`config.mk`:
```
export PLATFORM = sky130hd
export DESIGN_NAME = svarog2_lsu_flat
export DESIGN_NICKNAME = d
export VERILOG_FILES = /design/src/rtl/svarog2_lsu_if.sv /design/src/rtl/svarog2_lsu.sv /design/src/flat_wrapper.sv
export SDC_FILE = /design/constraint.sdc
export NUM_CORES = 1
export LEC_CHECK = 0
export CAP_MARGIN = 20
export CORE_MARGIN = 5
export CORE_UTILIZATION = 44
export CTS_CLUSTER_SIZE = 30
export DETAILED_ROUTE_END_ITERATION = 12
export PLACE_DENSITY = 0.89
export SLEW_MARGIN = 10
export SYNTH_ARGS = -nofsm -noshare
export SYNTH_HDL_FRONTEND = slang
export SYNTH_SLANG_ARGS = --single-unit
```
`constraint.sdc`:
```
create_clock -name clk_i -period 2.1 [get_ports clk_i]
set_input_delay 0.21 -clock clk_i [delete_from_list [all_inputs] [get_ports clk_i]]
set_output_delay 0.21 -clock clk_i [all_outputs]
set_load 0.03 [all_outputs]
```
`src/rtl/svarog2_lsu_if.sv`:
```
// Bus bundles for the Svarog2 load/store unit.
// svarog2_lsu_req_if : core <-> LSU request/response channel (master = core, slave = LSU)
// svarog2_lsu_mem_if : LSU <-> data memory channel (master = LSU, slave = memory)
// Signal names keep their _i/_o suffixes as seen from the LSU so they map 1:1 to the port list.

interface svarog2_lsu_req_if #(
    parameter int DATA_WIDTH = 32,
    parameter int ADDR_WIDTH = 32
);
    logic                  req_valid_i;
    logic                  req_ready_o;
    logic                  req_we_i;
    logic [1:0]            req_size_i;
    logic                  req_unsigned_i;
    logic [ADDR_WIDTH-1:0] req_addr_i;
    logic [DATA_WIDTH-1:0] req_wdata_i;
    logic                  rsp_valid_o;
    logic [DATA_WIDTH-1:0] rsp_rdata_o;
    logic                  rsp_err_o;
    logic [1:0]            rsp_err_code_o;
    logic                  busy_o;

    modport master (
        output req_valid_i, req_we_i, req_size_i, req_unsigned_i, req_addr_i, req_wdata_i,
        input  req_ready_o, rsp_valid_o, rsp_rdata_o, rsp_err_o, rsp_err_code_o, busy_o
    );

    modport slave (
        input  req_valid_i, req_we_i, req_size_i, req_unsigned_i, req_addr_i, req_wdata_i,
        output req_ready_o, rsp_valid_o, rsp_rdata_o, rsp_err_o, rsp_err_code_o, busy_o
    );
endinterface

interface svarog2_lsu_mem_if #(
    parameter int DATA_WIDTH = 32,
    parameter int ADDR_WIDTH = 32
);
    localparam int LANES = DATA_WIDTH / 8;

    logic                  mem_req_o;
    logic                  mem_we_o;
    logic [ADDR_WIDTH-1:0] mem_addr_o;
    logic [LANES-1:0]      mem_be_o;
    logic [DATA_WIDTH-1:0] mem_wdata_o;
    logic                  mem_ack_i;
    logic [DATA_WIDTH-1:0] mem_rdata_i;

    modport master (
        output mem_req_o, mem_we_o, mem_addr_o, mem_be_o, mem_wdata_o,
        input  mem_ack_i, mem_rdata_i
    );

    modport slave (
        input  mem_req_o, mem_we_o, mem_addr_o, mem_be_o, mem_wdata_o,
        output mem_ack_i, mem_rdata_i
    );
endinterface

```
`src/rtl/svarog2_lsu.sv`:
```
// Svarog2 load/store unit: sub-word loads/stores with byte enables, misalignment
// and illegal-size detection, and a valid/ack memory handshake with timeout.
// Three-state flow IDLE -> ACCESS -> RESP; error requests skip ACCESS entirely.

module svarog2_lsu #(
    parameter int DATA_WIDTH     = 32,
    parameter int ADDR_WIDTH     = 32,
    parameter int TIMEOUT_CYCLES = 255
) (
    input  logic              clk_i,
    input  logic              reset_i,
    svarog2_lsu_req_if.slave  core,
    svarog2_lsu_mem_if.master mem
);

    localparam int LANES   = DATA_WIDTH / 8;
    localparam int LW      = $clog2(LANES);
    localparam int CW      = (TIMEOUT_CYCLES > 0) ? $clog2(TIMEOUT_CYCLES + 1) : 1;
    // Counter value in the last ACCESS cycle before giving up.
    localparam int TO_LAST = (TIMEOUT_CYCLES > 0) ? TIMEOUT_CYCLES - 1 : 0;

    typedef enum logic [1:0] {
        IDLE   = 2'd0,
        ACCESS = 2'd1,
        RESP   = 2'd2
    } state_t;

    state_t                state_q, state_d;
    logic                  we_q, we_d;
    logic [1:0]            size_q, size_d;
    logic                  uns_q, uns_d;
    logic [LW-1:0]         lane_q, lane_d;
    logic [ADDR_WIDTH-1:0] addr_q, addr_d;
    logic [LANES-1:0]      be_q, be_d;
    logic [DATA_WIDTH-1:0] wdata_q, wdata_d;
    logic                  mem_req_q, mem_req_d;
    logic [CW-1:0]         cnt_q, cnt_d;
    logic                  rsp_valid_q, rsp_valid_d;
    logic [DATA_WIDTH-1:0] rsp_rdata_q, rsp_rdata_d;
    logic                  rsp_err_q, rsp_err_d;
    logic [1:0]            rsp_code_q, rsp_code_d;

    logic [DATA_WIDTH-1:0] wdata_rep;
    logic [LANES-1:0]      be_base;
    logic [LANES-1:0]      be_calc;
    logic                  misaligned;
    logic                  illegal_size;
    logic                  timeout_hit;
    logic [DATA_WIDTH-1:0] rdata_shifted;
    logic [DATA_WIDTH-1:0] ext_mask;
    logic                  sign_bit;
    logic [DATA_WIDTH-1:0] load_data;

    // Store data replication: each lane takes the byte of the right-aligned
    // operand that lands on it for the requested access size.
    genvar gi;
    generate
        for (gi = 0; gi < LANES; gi++) begin : g_rep
            assign wdata_rep[8*gi +: 8] =
                (core.req_size_i == 2'd0) ? core.req_wdata_i[7:0] :
                (core.req_size_i == 2'd1) ? core.req_wdata_i[8*(gi % 2) +: 8] :
                (core.req_size_i == 2'd2) ? core.req_wdata_i[8*(gi % 4) +: 8] :
                                            core.req_wdata_i[8*gi +: 8];
        end
    endgenerate

    // Request decode: byte-enable pattern and alignment/size legality.
    always_comb begin
        be_base      = '0;
        misaligned   = 1'b0;
        case (core.req_size_i)
            2'd0: begin be_base = LANES'(1);   misaligned = 1'b0; end
            2'd1: begin be_base = LANES'(3);   misaligned = core.req_addr_i[0]; end
            2'd2: begin be_base = LANES'(15);  misaligned = |core.req_addr_i[1:0]; end
            default: begin be_base = LANES'(255); misaligned = |core.req_addr_i[2:0]; end
        endcase
        be_calc      = be_base << core.req_addr_i[LW-1:0];
        illegal_size = (core.req_size_i == 2'd3) && (DATA_WIDTH == 32);
    end

    // Load data alignment and sign/zero extension from the latched size and lane.
    always_comb begin
        rdata_shifted = mem.mem_rdata_i >> {lane_q, 3'b000};
        ext_mask      = '1;
        sign_bit      = 1'b0;
        case (size_q)
            2'd0: begin ext_mask = DATA_WIDTH'(8'hFF);         sign_bit = rdata_shifted[7];  end
            2'd1: begin ext_mask = DATA_WIDTH'(16'hFFFF);      sign_bit = rdata_shifted[15]; end
            2'd2: begin ext_mask = DATA_WIDTH'(32'hFFFF_FFFF); sign_bit = rdata_shifted[31]; end
            default: begin ext_mask = '1;                      sign_bit = 1'b0;              end
        endcase
        load_data = (rdata_shifted & ext_mask) |
                    ((!uns_q && sign_bit) ? ~ext_mask : '0);
    end

    assign timeout_hit = (TIMEOUT_CYCLES != 0) && (cnt_q == TO_LAST[CW-1:0]);

    // Next-state and next-output computation for the access FSM.
    always_comb begin
        state_d     = state_q;
        we_d        = we_q;
        size_d      = size_q;
        uns_d       = uns_q;
        lane_d      = lane_q;
        addr_d      = addr_q;
        be_d        = be_q;
        wdata_d     = wdata_q;
        mem_req_d   = mem_req_q;
        cnt_d       = cnt_q;
        rsp_valid_d = 1'b0;
        rsp_rdata_d = rsp_rdata_q;
        rsp_err_d   = rsp_err_q;
        rsp_code_d  = rsp_code_q;

        case (state_q)
            IDLE: begin
                if (core.req_valid_i) begin
                    we_d    = core.req_we_i;
                    size_d  = core.req_size_i;
                    uns_d   = core.req_unsigned_i;
                    lane_d  = core.req_addr_i[LW-1:0];
                    addr_d  = {core.req_addr_i[ADDR_WIDTH-1:LW], {LW{1'b0}}};
                    be_d    = be_calc;
                    wdata_d = wdata_rep;
                    cnt_d   = '0;
                    if (illegal_size || misaligned) begin
                        state_d     = RESP;
                        rsp_valid_d = 1'b1;
                        rsp_rdata_d = '0;
                        rsp_err_d   = 1'b1;
                        rsp_code_d  = illegal_size ? 2'd2 : 2'd1;
                    end else begin
                        state_d   = ACCESS;
                        mem_req_d = 1'b1;
                    end
                end
            end
            ACCESS: begin
                // Ack takes priority over a timeout landing in the same cycle.
                if (mem.mem_ack_i) begin
                    state_d     = RESP;
                    mem_req_d   = 1'b0;
                    rsp_valid_d = 1'b1;
                    rsp_rdata_d = we_q ? '0 : load_data;
                    rsp_err_d   = 1'b0;
                    rsp_code_d  = 2'd0;
                end else if (timeout_hit) begin
                    state_d     = RESP;
                    mem_req_d   = 1'b0;
                    rsp_valid_d = 1'b1;
                    rsp_rdata_d = '0;
                    rsp_err_d   = 1'b1;
                    rsp_code_d  = 2'd3;
                end else begin
                    cnt_d = cnt_q + 1'b1;
                end
            end
            RESP: begin
                state_d = IDLE;
            end
            default: begin
                state_d   = IDLE;
                mem_req_d = 1'b0;
            end
        endcase
    end

    // State and output registers; reset clears everything and drops mem_req at once.
    always_ff @(posedge clk_i or negedge reset_i) begin
        if (!reset_i) begin
            state_q     <= IDLE;
            we_q        <= 1'b0;
            size_q      <= 2'd0;
            uns_q       <= 1'b0;
            lane_q      <= '0;
            addr_q      <= '0;
            be_q        <= '0;
            wdata_q     <= '0;
            mem_req_q   <= 1'b0;
            cnt_q       <= '0;
            rsp_valid_q <= 1'b0;
            rsp_rdata_q <= '0;
            rsp_err_q   <= 1'b0;
            rsp_code_q  <= 2'd0;
        end else begin
            state_q     <= state_d;
            we_q        <= we_d;
            size_q      <= size_d;
            uns_q       <= uns_d;
            lane_q      <= lane_d;
            addr_q      <= addr_d;
            be_q        <= be_d;
            wdata_q     <= wdata_d;
            mem_req_q   <= mem_req_d;
            cnt_q       <= cnt_d;
            rsp_valid_q <= rsp_valid_d;
            rsp_rdata_q <= rsp_rdata_d;
            rsp_err_q   <= rsp_err_d;
            rsp_code_q  <= rsp_code_d;
        end
    end

    assign core.req_ready_o    = (state_q == IDLE);
    assign core.busy_o         = (state_q != IDLE);
    assign core.rsp_valid_o    = rsp_valid_q;
    assign core.rsp_rdata_o    = rsp_rdata_q;
    assign core.rsp_err_o      = rsp_err_q;
    assign core.rsp_err_code_o = rsp_code_q;

    assign mem.mem_req_o   = mem_req_q;
    assign mem.mem_we_o    = we_q;
    assign mem.mem_addr_o  = addr_q;
    assign mem.mem_be_o    = be_q;
    assign mem.mem_wdata_o = wdata_q;

endmodule
```
`src/flat_wrapper.sv`:
```
// flat-port wrapper written by rule: the top's interface ports become plain ports
module svarog2_lsu_flat 
#(
    parameter int DATA_WIDTH     = 32,
    parameter int ADDR_WIDTH     = 32,
    parameter int TIMEOUT_CYCLES = 255
)
  (clk_i, reset_i, core_req_valid_i, core_req_we_i, core_req_size_i, core_req_unsigned_i, core_req_addr_i, core_req_wdata_i, core_req_ready_o, core_rsp_valid_o, core_rsp_rdata_o, core_rsp_err_o, core_rsp_err_code_o, core_busy_o, mem_mem_req_o, mem_mem_we_o, mem_mem_addr_o, mem_mem_be_o, mem_mem_wdata_o, mem_mem_ack_i, mem_mem_rdata_i);
  svarog2_lsu_req_if #(.DATA_WIDTH(DATA_WIDTH), .ADDR_WIDTH(ADDR_WIDTH)) core_i ();
  svarog2_lsu_mem_if #(.DATA_WIDTH(DATA_WIDTH), .ADDR_WIDTH(ADDR_WIDTH)) mem_i ();
  input  logic clk_i;
  input  logic reset_i;
  input wire logic [$bits(core_i.req_valid_i)-1:0] core_req_valid_i;
  input wire logic [$bits(core_i.req_we_i)-1:0] core_req_we_i;
  input wire logic [$bits(core_i.req_size_i)-1:0] core_req_size_i;
  input wire logic [$bits(core_i.req_unsigned_i)-1:0] core_req_unsigned_i;
  input wire logic [$bits(core_i.req_addr_i)-1:0] core_req_addr_i;
  input wire logic [$bits(core_i.req_wdata_i)-1:0] core_req_wdata_i;
  output wire logic [$bits(core_i.req_ready_o)-1:0] core_req_ready_o;
  output wire logic [$bits(core_i.rsp_valid_o)-1:0] core_rsp_valid_o;
  output wire logic [$bits(core_i.rsp_rdata_o)-1:0] core_rsp_rdata_o;
  output wire logic [$bits(core_i.rsp_err_o)-1:0] core_rsp_err_o;
  output wire logic [$bits(core_i.rsp_err_code_o)-1:0] core_rsp_err_code_o;
  output wire logic [$bits(core_i.busy_o)-1:0] core_busy_o;
  output wire logic [$bits(mem_i.mem_req_o)-1:0] mem_mem_req_o;
  output wire logic [$bits(mem_i.mem_we_o)-1:0] mem_mem_we_o;
  output wire logic [$bits(mem_i.mem_addr_o)-1:0] mem_mem_addr_o;
  output wire logic [$bits(mem_i.mem_be_o)-1:0] mem_mem_be_o;
  output wire logic [$bits(mem_i.mem_wdata_o)-1:0] mem_mem_wdata_o;
  input wire logic [$bits(mem_i.mem_ack_i)-1:0] mem_mem_ack_i;
  input wire logic [$bits(mem_i.mem_rdata_i)-1:0] mem_mem_rdata_i;
  assign core_i.req_valid_i = core_req_valid_i;
  assign core_i.req_we_i = core_req_we_i;
  assign core_i.req_size_i = core_req_size_i;
  assign core_i.req_unsigned_i = core_req_unsigned_i;
  assign core_i.req_addr_i = core_req_addr_i;
  assign core_i.req_wdata_i = core_req_wdata_i;
  assign core_req_ready_o = core_i.req_ready_o;
  assign core_rsp_valid_o = core_i.rsp_valid_o;
  assign core_rsp_rdata_o = core_i.rsp_rdata_o;
  assign core_rsp_err_o = core_i.rsp_err_o;
  assign core_rsp_err_code_o = core_i.rsp_err_code_o;
  assign core_busy_o = core_i.busy_o;
  assign mem_mem_req_o = mem_i.mem_req_o;
  assign mem_mem_we_o = mem_i.mem_we_o;
  assign mem_mem_addr_o = mem_i.mem_addr_o;
  assign mem_mem_be_o = mem_i.mem_be_o;
  assign mem_mem_wdata_o = mem_i.mem_wdata_o;
  assign mem_i.mem_ack_i = mem_mem_ack_i;
  assign mem_i.mem_rdata_i = mem_mem_rdata_i;
  svarog2_lsu #(.DATA_WIDTH(DATA_WIDTH), .ADDR_WIDTH(ADDR_WIDTH), .TIMEOUT_CYCLES(TIMEOUT_CYCLES)) u_core (.clk_i(clk_i), .reset_i(reset_i), .core(core_i), .mem(mem_i));
endmodule
```
==> reports/metrics.yaml, run 1 <==
synth:
  yosys.area.top_type: "dfrtp_1"
  synth.avg_cell_area_um2: 9.59
  ys_ff_latch: 119
  synth.distinct_cells: 44
  synth_edf_count: 0
  async_flop_share_pct: 100
  synthTopCellsByArea: "dfrtp_1, nand2_1, mux2i_1, o21ai_0, a22o_1"
  synth_top_cell_area_share_pct: 53.9
  yosys_most_used_dff: "dfrtp_1"
  ys_warn_count: 0
  syn_inst: 576
  syn-cell-area_um2: 5520
  yosysSeqAreaShare_pct: 53.9
timing:
  whs_ps: 328
  timing.fmax_mhz: 506
  min_period_ps: 1980
  relSlewSlack_pct: 36.6
  rsz0062_at_grt: "no"
  clock_skew_ps: 6.17
  setup_tns_ps: 0
  final-setup-viol-count: 0
  finalHoldViolCount: 0
  finalMaxSlewViolations: 0
  layout_setup_ws_ps: 124
  worstMarginPinSlew_ps: 947
  period_share_pct: 94.1
power_and_ir_drop:
  p_leak_nw: 3.84
  peakVddDrop_uv: 847
  finalPower_mw: 10.8
  p_per_area_nw_per_um2: 1290
setup_path:
  startpoint_type: "flip-flop"
  crit_path_end_kind: "output pin"
  critPathKind: "reg -> out"
  critical_path_required_ps: 1890
  crit_fanout: 6
  worstPathArrival_ps: 1770
layout:
  syn_to_final_growth_pct: 52.6
  drive_gt1_share_pct: 8.63
  multi_input_area_um2: 2340
  fill_cells: 990
  final_cell_mix: "clkdlybuf4s50_1, nand2_1, dfrtp_1, o21ai_0, mux2i_1"
  seq_area_um2: 2980
  antenna_cells: 0
  final_common_cell: "clkdlybuf4s50_1"
  fin_cells: 972
  final_nets: 894
clocking:
  cts_max_path_buffers: 2
  clock-sinks: 119
  cts-htree-levels: 4
  clock_latency_ps: 410
  cts_buffers: 17
  root_buffer: "clkbuf_16"
  clk_pin_slew_worst_paths_ps: 50
  tritoncts: "yes"
  cts_setup_buffers: 0
drt:
  num_vias: 5107
  dr.pass1.iters: 5
  viasPerCell: 5.25
  dr.first_iter.drc_count: 595
  routed_wl_um: 17000
  drtAntennaViolNets: 0
  route.detailed.wl_per_inst_um: 17.4
  drc: 0
placed_design:
  dp.cells: 940
  hpwl_um: 12400
  portBuffers: 209
  preCtsSetupSlack_ps: 155
  gp_congestion: 0.885
job:
  maxCapViolations: 0
global_route:
  grt_antenna_before_repair: 0
  grt-ovfl-total: 0
  grtUsageTotal_pct: 23.6
  grt_max_degree: 80
  grt_pass1_vias: 5279
  grt_pass1_wl_um: 27200
worst_hold_path:
  hp-class: "in -> async"
floorplanning:
  fp.dieW_um: 122
  core_area_um2: 12500
  initial_core_util_pct: 44.3
  io_pins: 212
  dieArea_um2: 14900
  die_h_um: 122
  rows: 41
status:
  status: "complete, no violations"
-- registers in the layout, indices dropped and copies added, names as in the netlist, 2 cells and up --
name,flops
u_core.lane_q,2
u_core.core.rsp_err_code_o,2
u_core.state_q,2
u_core.mem.mem_addr_o,30
u_core.cnt_q,8
u_core.core.rsp_rdata_o,32
u_core.size_q,2
u_core.mem.mem_be_o,4
u_core.mem.mem_wdata_o,32
-- cells in the mapped netlist (3+ instances only) --
cell       count
a21oi_1       20
a22o_1        24
buf_1          4
buf_2          8
clkbuf_1      25
dfrtp_1      119
inv_1          9
mux2_2        10
mux2i_1       41
nand2_1      186
nand3_1        4
nor2_1        17
o211ai_1       4
o21ai_0       50
o2bb2ai_1      7
o31ai_1        5
xor2_1         3
-- power by group --
group | total, mW | internal [mW] | switching, mW | leakage [nW]
clock network | 2.57 | 1.58 | 0.990 | 0.257
logic | 4.80 | 2.02 | 2.78 | 2.06
registers | 3.46 | 3.00 | 0.460 | 1.52
total | 10.8 | 6.60 | 4.23 | 3.84
-- kinds of logic (layout without fill, tap and decap cells) --
kind of cell / after synthesis / after routing / synth area share (%)
mux: 52 / 52 / 9.88
flops: 119 / 119 / 53.9
other cells: 1 / 2 / 0.0679
simple gates: 223 / 223 / 16.2
fa+ha+maj: 2 / 2 / 0.453
buf+inv: 50 / 273 / 3.99
compound gates: 126 / 126 / 15.0
xor+xnor: 3 / 3 / 0.476
-- through the flow --
step / util (%) / instance area, µm²
final: 67.6 / 8430
after global routing: 67.6 / 8430
after CTS: 67.6 / 8420
after detailed placement: 63.3 / 7890
after global placement: 63.3 / 7890
after floorplan: - / 5530
-- layer usage --
metal / part of all wire, % / vias up / routed length, µm / track usage (%)
met4: 2.3 / 0 / 392 / 9.73
met2: 48 / 239 / 8200 / 38.1
met1: 39 / 2442 / 6550 / 28.0
li1: - / 2394 / - / -
met5: 0 / - / 0 / 0
met3: 11 / 32 / 1810 / 9.84
-- repair_timing --
action,CTS,global route
setup endpoints to repair,1,1
cloned,0,0
pin swaps,0,0
gates resized for setup,1,1
endpoints found under the hold margin,36,0
hold buffers,1,0
-- worst paths after layout --
| check | depth (start not counted) | slack [ps] | to | start |
|---|---|---|---|---|
| worst max-delay path | 3 | 120 | core_busy_o | u_core.state_q[0] |
| worst min-delay path | 2 | 330 | u_core.core.rsp_rdata_o[6] | reset_i |
| worst max register to register | 5 | 260 | u_core.core.rsp_rdata_o[23] | u_core.lane_q[1] |
| worst min register to register | 2 | 470 | u_core.mem.mem_addr_o[4] | u_core.mem.mem_addr_o[4] |
| max in group asynchronous | 3 | 1120 | u_core.core.rsp_rdata_o[16] | reset_i |
| min in group clk_i | 3 | 330 | u_core.mem.mem_addr_o[26] | core_req_addr_i[26] |
-- final cells by class --
cell class              count  area share, %
flip-flops and latches    119           35.3
multi-input cells         408           27.8
repair buffers            233           27.7
clock buffers              22           5.63
well taps                 172           2.55
clock inverters             9          0.624
inverters                   9          0.401
-- critical path, cell delays in order, from the launching register on --
cell             delay, ps
dfrtp_1                440
nor2_2                 250
inv_1                   80
clkdlybuf4s50_1        590
Note: power is estimated with default switching activity, not from simulation.
==> inputs of run 2 (changes only) <==
CAP_MARGIN = unset   (was 20)
GPL_ROUTABILITY_DRIVEN = 0   (was unset)
SETUP_SLACK_MARGIN = 0.4   (was unset)
==> reports/metrics.yaml, run 2 (same netlist as run 1, synthesis figures left out) <==
status:
  status: "complete, no violations"
drt:
  route.detailed.wl_per_inst_um: 17.7  # +1.5%
  drtAntennaViolNets: 0  # unchanged
  drc: 0  # unchanged
  num_vias: 5065  # -0.82%
  dr.first_iter.drc_count: 454  # -24%
  dr.pass1.iters: 5  # unchanged
  routed_wl_um: 17200  # +1.7%
  viasPerCell: 5.20  # -1.0%
floorplanning:
  core_area_um2: 12500  # unchanged
  initial_core_util_pct: 44.3  # unchanged
  dieArea_um2: 14900  # unchanged
  die_h_um: 122  # unchanged
  fp.dieW_um: 122  # unchanged
  rows: 41  # unchanged
  io_pins: 212  # unchanged
clocking:
  clock-sinks: 119  # unchanged
  cts_buffers: 17  # unchanged
  tritoncts: "yes"
  clock_latency_ps: 410  # about the same
  cts-htree-levels: 4  # unchanged
  clk_pin_slew_worst_paths_ps: 50  # about the same
  root_buffer: "clkbuf_16"
  cts_max_path_buffers: 2  # unchanged
global_route:
  grt_max_degree: 120  # +50%
  grt_pass1_vias: 5069  # -4.0%
  grtUsageTotal_pct: 22.9  # -0.70 points
  grt-ovfl-total: 0  # unchanged
  grt_antenna_before_repair: 0  # unchanged
  grt_pass1_wl_um: 26300  # -3.4%
layout:
  final_common_cell: "nand2_1"
  final_nets: 897  # +0.34%
  final_cell_mix: "nand2_1, clkdlybuf4s50_1, dfrtp_1, o21ai_0, mux2i_1"
  syn_to_final_growth_pct: 55.8
  drive_gt1_share_pct: 9.98  # +1.4 points
  antenna_cells: 0  # unchanged
timing:
  relSlewSlack_pct: 55.5  # +19 points
  rsz0062_at_grt: "yes"
  timing.fmax_mhz: 570  # +13%
  whs_ps: 327  # -0.907 ps
  min_period_ps: 1750  # -222 ps
  worstMarginPinSlew_ps: 668  # -279 ps
  final-setup-viol-count: 0  # unchanged
  clock_skew_ps: 6.00  # -0.170 ps
  setup_tns_ps: 0  # unchanged
  finalHoldViolCount: 0  # unchanged
  finalMaxSlewViolations: 0  # unchanged
  period_share_pct: 83.5  # -11 points
setup_path:
  critical_path_required_ps: 2440  # +550 ps
  crit_chain: "buf_4 -> nor3b_2 -> o211ai_1 -> or3_1 -> a21oi_1"
  cp_slowest_stage_delay_ps: 440  # -150 ps
  critPathKind: "reg -> reg"
  startpoint_type: "flip-flop"
  crit_path_end_kind: "flip-flop"
  crit_fanout: 5  # -1
  worstPathArrival_ps: 2090  # +320 ps
  cpMaxStageDelayCell: "dfrtp_2"
power_and_ir_drop:
  p_leak_nw: 4.36  # +14%
  peakVddDrop_uv: 813  # -4.0%
  p_per_area_nw_per_um2: 1290  # about the same
  finalPower_mw: 11.1  # +2.2%
job:
  maxCapViolations: 0  # unchanged
placed_design:
  hpwl_um: 11900  # -4.3%
  portBuffers: 209  # unchanged
worst_hold_path:
  hp-class: "in -> reg"
-- run 2: worst paths after layout --
check	slack, ps	startpoint	to	depth (start not counted)
max	350	u_core.state_q[1]	u_core.cnt_q[5]	5
min	330	core_req_addr_i[25]	u_core.mem.mem_addr_o[25]	3
max reg2reg	350	u_core.state_q[1]	u_core.cnt_q[5]	5
min reg2reg	470	u_core.mem.mem_addr_o[25]	u_core.mem.mem_addr_o[25]	2
max in group asynchronous	1120	reset_i	u_core.cnt_q[4]	3
min in group asynchronous	420	reset_i	u_core.core.rsp_rdata_o[10]	3
-- run 2: per-stage QoR --
step,cell area [µm²],cells,util [%],setup slack (ps)
global route,8600,974,69.0,314
CTS,8470,971,67.9,398
floorplan,5540,577,-,406
global placement,7860,937,63.1,155
finish,8600,974,69.0,347
detailed placement,7860,937,63.1,103
-- run 2: per-layer routing --
| metal | global-route usage [%] | routed length, µm |
|---|---|---|
| met1 | 27.2 | 6660 |
| met2 | 38.4 | 8490 |
| met3 | 8.64 | 1760 |
| met4 | 7.77 | 316 |
| met5 | 0 | 0 |
-- run 2: power by group --
part,internal [mW],switching (mW)
combinational,1.99,2.82
sequential,3.00,0.447
clock,1.82,0.995
-- run 2: worst max-delay path: cells and delay by family, from the launching register on --
family,cells,cell delay [ps]
DFF,1,440
and+or+nand+nor,2,680
buffers and inverters,1,150
AOI/OAI and AO/OA,2,410
-- run 2: cell type report --
cell class	instances	area, µm²
fillers	906	3860
multi-input cells	408	2370
inverters	9	33.8
well taps	172	215
clock inverters	9	101
flip-flops and latches	119	2980
clock buffers	21	470
repair buffers	236	2430
-- run 2: what timing repair did --
| item | CTS | global route |
|---|---|---|
| hold buffers | 1 | 0 |
| endpoints found under the hold margin | 119 | 0 |
| pin swaps | 0 | 1 |
| cloned | 1 | 0 |
| endpoints found under the setup margin | 31 | 67 |
| buffers inserted | 2 | 3 |
| gates resized for setup | 15 | 45 |
==> variant 1 (flow settings as in run 1) <==
The 3 states of `state_t` get a one-hot encoding in 3 bits.
--- a/src/rtl/svarog2_lsu.sv
+++ b/src/rtl/svarog2_lsu.sv
@@ -20,8 +20,8 @@
     localparam int TO_LAST = (TIMEOUT_CYCLES > 0) ? TIMEOUT_CYCLES - 1 : 0;
 
-    typedef enum logic [1:0] {
-        IDLE   = 2'd0,
-        ACCESS = 2'd1,
-        RESP   = 2'd2
+    typedef enum logic [2:0] {
+        IDLE   = 3'b001,
+        ACCESS = 3'b010,
+        RESP   = 3'b100
     } state_t;
 
Function: no difference found for any inputs over 4 cycles, from zero or initial values and one cycle with reset_i low; so few cycles prove little.
==> variant 1 against run 1 <==
Setup slack got worse by 0.042 ns. Clock skew increased by 0.0030 ns. Design area decreased by 0.55%. Sequential cell count grew 1. Maximum frequency shrank 2.1%. Final cell count decreased by 2.7%. Register-to-register slack got worse by 0.09 ns. Routed wire length decreased by 1.1%. Sequential power up 10%. Clock power shrank 5%. Die area is essentially flat. Area after synthesis is 0.11% lower. Power grew 16%. Critical endpoint unchanged. Largest cell class unchanged. Largest power group unchanged. Highest routed layer unchanged.
==> variant 1: results (changes against run 1) <==
Status
  – Outcome: finished clean

Logic synthesis
  – Cell types with the largest area share after synthesis: dfrtp_1, nand2_1, mux2i_1
  – Yosys cell types: 55 (+25%)
  – Syn Area/Cell: 10.05 um2 (+4.8%)
  – Share of synthesized area occupied by flip-flops and latches: 54.47% (+0.54 points)

Final layout
  – Number of non-filler instances in the completed layout: 946 (-2.7%)
  – Proportion of layout cells with a drive suffix above 1: 9.561% (+0.94 points)

Route
  – Routed Wire Length: 16770 um (-1.1%)
  – Detail Route met3 WL: 1032 um (-43%)
  – Wire length on met2: 8694 um (+6.1%)
  – First-pass iteration count of the detailed router: 6 (+1)

Critical path
  – First element of the critical path: u_core.state_q[2]
  – R2R setup slack: 0.17 ns (-0.09 ns)
  – Peak per-stage delay on the critical path: 0.71 ns (+0.12 ns)
  – Worst Path Arrival: 1.81 ns (+0.04 ns)

Power and ir drop
  – Share of power burned in registers: 30.5% (-1.5 points)
  – Maximum ir drop on the vdd rail: 0.8871 mV (+4.7%)
  – Clock group total power: 2.44 mW (-5%)
  – Net load switching power: 5.282 mW (+25%)
  – Static leakage power: 3.813 nW (-0.72%)

STA
  – Minimum hold slack: 0.1904 ns (-0.1375 ns)
  – Worst-margin pin slew: 0.5693 ns (-0.3776 ns)

Placed design
  – Final GP Congestion: 0.8875 (+0.31%)
  – Cells after DPL: 918 (-2.3%)
  – Post-Place Cell Area: 7870 um2 (-0.22%)
  – Worst setup timing slack at the placement stage: -0.1198 ns (-0.2746 ns)

Global routing
  – Wire length of the first global-routing pass: 26670 um (-2.1%)
  – Met3 capacity usage during global routing: 6.407% (-3.4 points)
## variant 1: timing repair
item / 4_1_cts / 5_1_grt
setup endpoints to repair: 1 / 4
hold endpoints to repair: 119 / 0
hold buffers: 1 / 0
gates resized for setup: 1 / 0
pin swaps: 0 / 1
buffers inserted: 0 / 1
## variant 1: logic make-up after synthesis
kind of cell    Yosys count  synth area share, %
xor+xnor                  2               0.3177
mux                      51                9.710
fa+ha+maj                 2               0.4536
flops                   120                54.47
simple gates            213                16.77
compound gates          117                14.66
other cells               1              0.06799
buf+inv                  43                3.562
## variant 1: final cells by class
| class | instances | area [um2] | area share, % |
|---|---|---|---|
| clock buffers | 21 | 450.4 | 5.376 |
| clock inverters | 5 | 30.03 | 0.3584 |
| inverters | 7 | 26.28 | 0.3136 |
| multi-input cells | 387 | 2325 | 27.74 |
| flip-flops and latches | 120 | 3004 | 35.85 |
| well taps | 172 | 215.2 | 2.568 |
| repair buffers | 234 | 2328 | 27.79 |
==> variant 2 (flow settings as in run 1) <==
Without the edit above. `DATA_WIDTH` is set to 32 in 4 places; all go to 64.
--- a/src/rtl/svarog2_lsu_if.sv
+++ b/src/rtl/svarog2_lsu_if.sv
@@ -5,5 +5,5 @@
 
 interface svarog2_lsu_req_if #(
-    parameter int DATA_WIDTH = 32,
+    parameter int DATA_WIDTH = 64,
     parameter int ADDR_WIDTH = 32
 );
@@ -33,5 +33,5 @@
 
 interface svarog2_lsu_mem_if #(
-    parameter int DATA_WIDTH = 32,
+    parameter int DATA_WIDTH = 64,
     parameter int ADDR_WIDTH = 32
 );
--- a/src/rtl/svarog2_lsu.sv
+++ b/src/rtl/svarog2_lsu.sv
@@ -4,5 +4,5 @@
 
 module svarog2_lsu #(
-    parameter int DATA_WIDTH     = 32,
+    parameter int DATA_WIDTH     = 64,
     parameter int ADDR_WIDTH     = 32,
     parameter int TIMEOUT_CYCLES = 255
--- a/src/flat_wrapper.sv
+++ b/src/flat_wrapper.sv
@@ -2,5 +2,5 @@
 module svarog2_lsu_flat 
 #(
-    parameter int DATA_WIDTH     = 32,
+    parameter int DATA_WIDTH     = 64,
     parameter int ADDR_WIDTH     = 32,
     parameter int TIMEOUT_CYCLES = 255
Ports: changed (5 resized); port bits go from 212 to 344. No check against the original RTL was run, so the function may have changed too.
==> variant 2 against run 1 <==
The flow now finishes with violations (negative setup slack). First-iteration DRC count rose by 58%. Setup slack got worse by 0.26 ns. Sequential power rose by 55%. Core utilization fell by 1.2 points. Area after synthesis rose by 84%. Final cell count rose by 76%. Routed wire length rose by 120%. Design area rose by 79%. Power rose by 68%. Combinational power rose by 98%. Sequential cell count rose by 67. Critical endpoint is now u_core.core.rsp_rdata_o[60].
==> variant 2: results (changes against run 1) <==
Critical path
  – Capture point of the worst reg-to-reg path: u_core.core.rsp_rdata_o[60]
  – Destination of the critical timing path: u_core.core.rsp_rdata_o[60]
  – Biggest fanout along the worst timing path: 8 (+2)
  – Worst Path Arrival: 2.55 ns (+0.78 ns)
  – Number of cell instances on the worst register-to-register path: 7 (+2)
  – First element of the critical path: u_core.lane_q[0]

CTS
  – Worst-skew pair later-pin latency: 0.44 ns (+0.03 ns)
  – Buffer levels on the longest clock path: 2 (unchanged)
  – Clock Tree Root: clkbuf_16
  – Number of buffers inserted during clock tree synthesis: 17 (unchanged)
  – Worst-path clk slew: 0.08 ns (+0.03 ns)

Final layout
  – Antenna diode count: 0 (unchanged)
  – Number of inserted filler cells in the final layout: 1667 (+68%)
  – Proportion of layout cells with a drive suffix above 1: 14.63% (+6.0 points)
  – Number of nets in the final layout: 1586 (+77%)

Power and ir drop
  – Static leakage power: 6.744 nW (+76%)
  – Maximum ir drop on the vdd rail: 0.6378 mV (-25%)

Status
  – Outcome: finished, violations left
  – Violated checks: negative setup slack

Route
  – First-pass iteration count of the detailed router: 5 (unchanged)
  – Number of design-rule violations left by the first detailed-router iteration: 943 (+58%)
  – Via count normalized by instance count: 5.791 (+10%)
  – Routed Wire Length: 37880 um (+120%)

Placed design
  – Worst setup timing slack at the placement stage: -0.2295 ns (-0.3843 ns)
  – Post-Place Cell Area: 14260 um2 (+81%)
  – Final GP Congestion: 0.9476 (+7.1%)
  – Detail Placement HPWL: 28460 um (+130%)
  – Count of port buffers added during placement: 340 (+63%)

Global routing
  – Wire length of the first global-routing pass: 57480 um (+110%)
  – GRT Util Overall: 27.96% (+4.3 points)
  – Pin count of the biggest net entering global routing: 139 (+74%)
  – Number of global-route vias before repair: 10090 (+91%)
  – Antenna violations before repair: 1 (+1)

Logic synthesis
  – Cell types with the largest area share after synthesis: dfrtp_1, nand2_1, mux2i_1
  – Warnings, synthesis: 0 (unchanged)
  – Most instantiated cells after synthesis: nand2_1, dfrtp_1, o21ai_0
  – Synth async-reset ratio: 100.0% (unchanged)
  – Most used flip-flop cell after synthesis: dfrtp_1
  – Yosys cell types: 58 (+32%)
  – Share of synthesized area occupied by flip-flops and latches: 45.81% (-8.1 points)

STA
  – Final TNS setup: -3.590 ns (-3.590 ns)
  – Relative slew slack: 53.00% (+16 points)
  – Setup violators final: 42 (+42)
  – Worst clock skew: 0.02490 ns (+0.01873 ns)
  – Final setup slack of the worst path: -0.1385 ns (-0.2626 ns)

Worst hold path
  – Worst min-delay path class: input pin to async pin
-- variant 2: changes by cell type after synthesis, sizes merged, moves of 10 or more --
cell    change
a221o      +23
buf        +16
nor2       +13
mux2i      +52
dfrtp      +67
mux4       +23
a22o       -23
nand2     +115
o22ai      +31
clkbuf     +35
o21ai      +76
inv        +10
o31ai      +14
-- variant 2: area by class of cell --
| type | instances | area, um2 | share of cell area, % |
|---|---|---|---|
| inverters | 19 | 71.32 | 0.4733 |
| multi-input cells | 768 | 5074 | 33.67 |
| clock buffers | 17 | 425.4 | 2.823 |
| repair buffers | 424 | 4290 | 28.47 |
| well taps | 285 | 356.6 | 2.367 |
| flip-flops and latches | 186 | 4661 | 30.93 |
| clock inverters | 15 | 190.2 | 1.262 |
-- variant 2: worst min-delay path by stage --
stage / to / start / slack, ns / depth (start not counted)
global placement: u_core.core.rsp_rdata_o[18] / reset_i / 0.18 / 1
floorplan: u_core.cnt_q[0] / reset_i / -0.09 / 0
CTS: u_core.mem.mem_addr_o[27] / core_req_addr_i[27] / 0.27 / 3
detailed placement: u_core.core.rsp_rdata_o[17] / reset_i / 0.18 / 1
finish: u_core.core.rsp_rdata_o[4] / reset_i / 0.29 / 2
global route: u_core.mem.mem_addr_o[17] / core_req_addr_i[17] / 0.29 / 3
-- variant 2: critical path: stages (launching register included) --
cell and delay [ns]:
dfrtp_4 0.53, mux2_4 0.33, and3_1 0.20, a41o_1 0.24
a2111oi_4 0.37, buf_4 0.23, clkbuf_16 0.17, o31ai_2 0.06
-- variant 2: power by group --
group          switching, mW  leakage, nW  internal, mW  total, mW
registers              0.733         2.39          4.63       5.36
logic                   5.46         4.06          4.06       9.52
clock network           1.69        0.299          1.64       3.33
total                   7.88         6.74          10.3       18.2
-- variant 2: metal layers --
metal	global-route usage (%)	vias up	routed length, um
li1	-	4448	-
met3	8.424	101	3874
met1	31.01	4771	13050
met2	48.95	603	18980
met4	13.69	2	1958
met5	0	-	13
-- variant 2: cell families after synthesis --
group | synth area share (%)
AOI/OAI and AO/OA | 17.26
xor gates and xnor gates | 0.5172
adders and majority gates | 0.2462
buffers and inverters | 4.938
DFF | 45.81
muxes | 16.64
other | 0.03691
and+or+nand+nor | 14.55
-- variant 2: timing repair --
item                                   in CTS  in global routing
endpoints found under the hold margin      39                  0
pin swaps                                   1                 26
setup endpoints to repair                  37                 55
gates resized for setup                     3                 14
buffers inserted                            1                  1
hold buffers                                1                  0
cloned                                      2                  2
-- variant 2: stage by stage --
| step | instances | hold WS [ns] |
|---|---|---|
| 2_1_floorplan | 1065 | -0.08559 |
| 3_3_place_gp | 1675 | 0.1752 |
| 3_5_place_dp | 1675 | 0.1825 |
| 4_1_cts | 1711 | 0.2706 |
| 5_1_grt | 1714 | 0.2856 |
| 6_report | 1714 | 0.2904 |
